File: config.mk
export PLATFORM = sky130hd
export DESIGN_NAME = piso_byte_serializer
export DESIGN_NICKNAME = d
export VERILOG_FILES = /design/src/rtl/piso_byte_serializer.sv
export SDC_FILE = /design/constraint.sdc
export NUM_CORES = 1
export LEC_CHECK = 0
export ABC_AREA = 1
export CAP_MARGIN = 20
export CORE_MARGIN = 2
export CORE_UTILIZATION = 45
export DETAILED_ROUTE_END_ITERATION = 16
export PLACE_DENSITY = 0.72
export SLEW_MARGIN = 20
export SYNTH_ARGS = -nofsm -noshare
export SYNTH_HDL_FRONTEND = slang
export SYNTH_SLANG_ARGS = --single-unit
File: constraint.sdc
create_clock -name clk -period 1.7 [get_ports clk]
set_input_delay 0.34 -clock clk [delete_from_list [all_inputs] [get_ports clk]]
set_output_delay 0.34 -clock clk [all_outputs]
set_load 0.02 [all_outputs]
File: src/rtl/piso_byte_serializer.sv
// piso_byte_serializer
// Parallel-in, serial-out converter. A DATA_W-bit word (one AES block by
// default) is captured on load and presented OUT_W bits at a time, most
// significant word first, toward the UART transmit byte interface. The
// downstream consumer paces the stream with hold.
//
// Ports:
//   clk          system clock, all state updates on its rising edge
//   reset        synchronous active-high reset, overrides load and hold
//   load         capture parallel_in at this edge (restarts any block in flight)
//   hold         1 = freeze the shifter, 0 = consume the presented byte at this edge
//   parallel_in  word to serialize, sampled only when load=1
//   serial_out   byte currently presented (upper OUT_W bits of the shifter)
//   empty        1 = no unsent bytes remain
//
// Both outputs decode registers only, so no input reaches an output
// combinationally.

module piso_byte_serializer #(
   parameter int DATA_W = 128,
   parameter int OUT_W  = 8,
   localparam int NUM_WORDS = DATA_W / OUT_W,
   localparam int CNT_W     = $clog2(NUM_WORDS + 1)
) (
   input  logic              clk,
   input  logic              reset,
   input  logic              load,
   input  logic              hold,
   input  logic [DATA_W-1:0] parallel_in,
   output logic [OUT_W-1:0]  serial_out,
   output logic              empty
);

   logic [DATA_W-1:0] shiftReg_q, shiftReg_d;
   logic [CNT_W-1:0]  cnt_q, cnt_d;

   // Next-state selection. Load wins over shifting, so a load while bytes
   // remain simply discards them. Shifting only happens while bytes remain,
   // which keeps the counter from wrapping below zero and leaves the
   // zero-filled shifter untouched once the block has drained.
   always_comb begin
      shiftReg_d = shiftReg_q;
      cnt_d      = cnt_q;
      if (load) begin
         shiftReg_d = parallel_in;
         cnt_d      = CNT_W'(NUM_WORDS);
      end else if (!hold && (cnt_q != '0)) begin
         shiftReg_d = shiftReg_q << OUT_W;
         cnt_d      = cnt_q - CNT_W'(1);
      end
   end

   // State registers with synchronous reset.
   always_ff @(posedge clk) begin
      if (reset) begin
         shiftReg_q <= '0;
         cnt_q      <= '0;
      end else begin
         shiftReg_q <= shiftReg_d;
         cnt_q      <= cnt_d;
      end
   end

   // The presented byte is always the top of the shifter; after the last
   // consuming edge the zero fill makes it read as all zeros.
   assign serial_out = shiftReg_q[DATA_W-1 -: OUT_W];
   assign empty      = (cnt_q == '0);

endmodule

# Yosys cells after proc, flatten, opt, wreduce, memory -nomap -nowiden
# Index checks and enable logic that the tools add are counted.
word_totals:
  regBits: 133
  in_bits: 132
  output_inout_bits: 9
op_classes:
  addsub: 1
  mux: 4
  reduce_logical: 6
op_table:
  columns: ["operator", "count"]
  rows:
  - ["128-bit 2-to-1 mux", 2]
  - ["5-bit 2-to-1 mux", 2]
  - ["5-bit zero test", 1]
  - ["5-bit nonzero test", 1]
  - ["5-bit by 1-bit subtractor with 5-bit output, second input constant", 1]
  - ["2-bit nonzero test", 1]
  - ["2-bit OR reduction", 1]
  - ["1-bit logical AND", 1]
  - ["1-bit zero test", 1]

# Depth between registers and ports, before layout
depth:
  ltp_word: 4
  ltp_mapped: 9
  depth_no_buf: 8

# Worst setup path after synthesis
# OpenSTA, ideal clock, no wires.
synth_timing:
  path_type: "reg-to-reg"
  from: "register cnt_q[0]"
  to: "register shiftReg_q[102]"
  setup_time_ns: 0.132
  arrival_ns: 1.262
  required_ns: 1.568
  slack_ns: 0.306
  path_stages_with_launch: 10
  n_path_buf: 2
  synth_period_minus_slack_ns: 1.394
  path_cell_list: "dfxtp_1 -> inv_1 -> ha_1 -> nand3_2 -> nand2_4 -> nand2_2 -> buf_4 -> buf_4 -> nand2_1 -> a21oi_1"
synth_between:
  elab_chain_cells: 3
synth_lines:
  columns: ["item", "line_no", "rtl"]
  rows:
  - ["start, declared", "35", "logic [CNT_W-1:0] cnt_q, cnt_d;"]
  - ["start signal, assigned", "60", "cnt_q <= cnt_d;"]
  - ["5-bit nonzero test", "47", "end else if (!hold && (cnt_q != '0)) begin"]
  - ["1-bit logical AND", "47", null]
  - ["2-bit nonzero test (no line)", null, null]
  - ["end signal, assigned", "59", "shiftReg_q <= shiftReg_d;"]
  - ["end, declared", "34", "logic [DATA_W-1:0] shiftReg_q, shiftReg_d;"]
# Every way passes these cells.
# A chain may end at the register's enable or synchronous reset.

# Worst setup path in the final report
layout_timing:
  from: "register cnt_q[0]"
  to: "output empty"
layout_between:
  elab_chain_cells: 1
layout_lines:
  columns: ["item", "line_no", "rtl"]
  rows:
  - ["5-bit zero test", "67", "assign empty = (cnt_q == '0);"]
  - ["end, declared", "31", "output logic empty"]
# Every way passes these cells.

==> run metrics <==
status completed; syn_nets about 1100; Final Cycle Share between 90 and 100%; Hold Crit Endpoint shiftReg_q[20]; CTS Buf Count 17; n_diodes 0; CP Data Arrival Time approximately 1.3 ns; Mean Syn Cell Area around 6.5 um^2; Boundary Pins about 140; setup_tns 0 ns; most frequent cells in the layout nand2_1, dfxtp_1, clkdlybuf4s50_1, nand3_1, a21oi_1; Die Wd between 100 and 150 um; Seq pwr share 40.7%; Post-route DRC 0; post_cts resized 12; Yosys Warn Count 0; clk_lat worst skew 0.42 ns; Final Hold Viols 0; worst hold stages 2; routed wire length between 15 and 20 mm; # clock sinks roughly 130; CP endpoint kind primary output; top cell type's share of synthesized area around two fifths; worst r2r path cells 9; Post-Syn Instances approximately 990; Pwr Density roughly 990 mW/mm^2; commonest non-fill, non-tap cell in the layout nand2_1; number of global-route vias before repair 5632; initial antenna violation count 0; worst reg2reg path endpoint shiftReg_q[84]; Hold WC Path Type in -> reg; Synth Register Bits roughly 130; post-synth cell types 21; DP Wirelength 10.8 mm; fill count 1390; detailed-route vias per instance 4.98; DR vias about 6400; Peak supply drop ~670 uV; Starting DRT DRC Count ~540; crit start category flip-flop; largest net degree at the start of global routing 75; Crit Path Category reg -> out; GRT overflow 0; max-cap violations 0; Leak Pwr roughly 3.7 nW; Combinational Power Share around 16%; Clk pin slew, worst setup/hold paths about 0.05 ns; core area approximately 0.014 mm^2; # setup viols final 0; clock buffer depth 2; Worst-Margin Slew roughly 0.52 ns; Power Total 8.41 mW; GP Congestion 0.792; Pins Over Slew Limit 0; critical path required time about 1.4 ns; sequential share of the synthesized area 41.1%; RSZ-0062 raised after global routing no; sw frac around a quarter; sw power between 2 and 2.5 mW; post-synth design cell area about 0.0065 mm^2; port bufs 140; Clk Tree Root Cell clkbuf_16; First-pass DRT Iterations 4; hold_buf cts 0; fraction of layout instances using a drive strength above 1 slightly below 6%; Starting Density between 40% and 50%; Synth area leaders dfxtp_1, nand2_1, a21oi_1; Core Rows between 40 and 50; first-pass GRT wire length between 20 and 30 mm; clock skew just under 0.007 ns; post-CTS setup buffers 0; Final min period 1.62 ns; CTS tree built; Clock Power Share 42.9%; Layout Cells excl Fill approximately 1300; Inst Count DP ~1300; Internal Pwr Total approximately 6.3 mW; Min Hold Slack between 0.3 and 0.4 ns; Routed Antenna Nets 0; CP max FO 3; max_slew headroom roughly two thirds; chip height roughly 120 um; Die ar. 0.0154 mm^2; HP Start reset; Total Routing Usage GR a little over a fifth; reg2reg setup slack ~0.1 ns; Nets ~1200; area grow syn2layout 31.3%; post-synth top area cell dfxtp_1; Avg WL per Cell 13.0 um; H-Tree Depth 4; Reg2Reg Launch Point cnt_q[0]; fmax approximately 620 MHz
[worst max-delay path, cell delays in order (launching register included)]
cell and delay (ns):
dfxtp_2 0.33, inv_1 0.05, ha_1 0.22, nand3_2 0.08, inv_1 0.04, buf_4 0.14
[kinds of logic (layout without fill, tap and decap cells)]
group | Yosys count | in the layout | synth area share (%)
buffers and inverters | 100 | 208 | 8.64
adder cells (fa/ha/maj) | 1 | 1 | 0.193
XOR/XNOR | 1 | 1 | 0.135
multiplexers | 8 | 8 | 1.24
AO/OA/AOI/OAI | 124 | 124 | 9.59
AND/OR/NAND/NOR | 627 | 627 | 39.1
flip-flops | 133 | 133 | 41.1
[through the flow]
| stage | setup WS (ns) | utilization (%) | area [um^2] |
|---|---|---|---|
| final | 0.0770 | 60.7 | 8500 |
| after global routing | 0.000616 | 60.7 | 8500 |
| after CTS | 0.0323 | 60.7 | 8480 |
| after detailed placement | 0.0666 | 56.6 | 7910 |
| after global placement | 0.0821 | 56.6 | 7910 |
| after floorplan | 0.306 | - | 6470 |
[layer usage]
metal	up-vias	GRT usage (%)	wire length [um]
met5	-	0	0
met4	0	6.18	143
met3	12	4.67	845
met2	140	34.3	7770
met1	2869	30.6	7870
li1	3357	-	-
[area by class of cell]
type,instances,area [um^2],area share [%]
Multi-Input combinational cell,761,3260,38.3
Sequential cell,133,2670,31.4
Timing Repair Buffer,165,1720,20.2
Clock buffer,23,488,5.74
Tap cell,180,225,2.65
Clock inverter,9,100,1.18
Inverter,11,46.3,0.545
[Yosys cell counts]
master    instances
buf_2            36
inv_2             1
o21ai_0           2
nand3_1         122
nand3_2           1
nand2_1         477
nand4_1           1
nor2_2            1
clkbuf_1         24
inv_1            10
nand2_4           1
nor3_1            1
buf_6             8
nor2_1           22
a21oi_1         122
dfxtp_1         133
nand2_2           1
ha_1              1
mux2i_1           8
buf_4            21
xor2_1            1
[state kept, by name, indices dropped and copies added, names as in the netlist]
name and cells:
cnt_q 5, shiftReg_q 128
[power by group through the flow]
stage | Sequential (mW) | Clock (mW) | Combinational (mW)
6_report | 3.42 | 3.61 | 1.37
2_1_floorplan | 3.46 | 0 | 0.869
4_1_cts | 3.42 | 3.66 | 1.37
5_1_grt | 3.44 | 3.80 | 1.53
3_5_place_dp | 3.49 | 0 | 1.38
3_3_place_gp | 3.48 | 0 | 1.37
[worst max-delay path by stage]
stage	from	to	slack (ns)
after floorplan	cnt_q[0]	shiftReg_q[102]	0.31
after detailed placement	cnt_q[0]	empty	0.07
after global placement	cnt_q[0]	empty	0.08
final	cnt_q[0]	empty	0.08
after CTS	cnt_q[0]	empty	0.03
after global routing	cnt_q[1]	shiftReg_q[95]	0.0006
No activity file was read; power rests on OpenSTA's default activity.
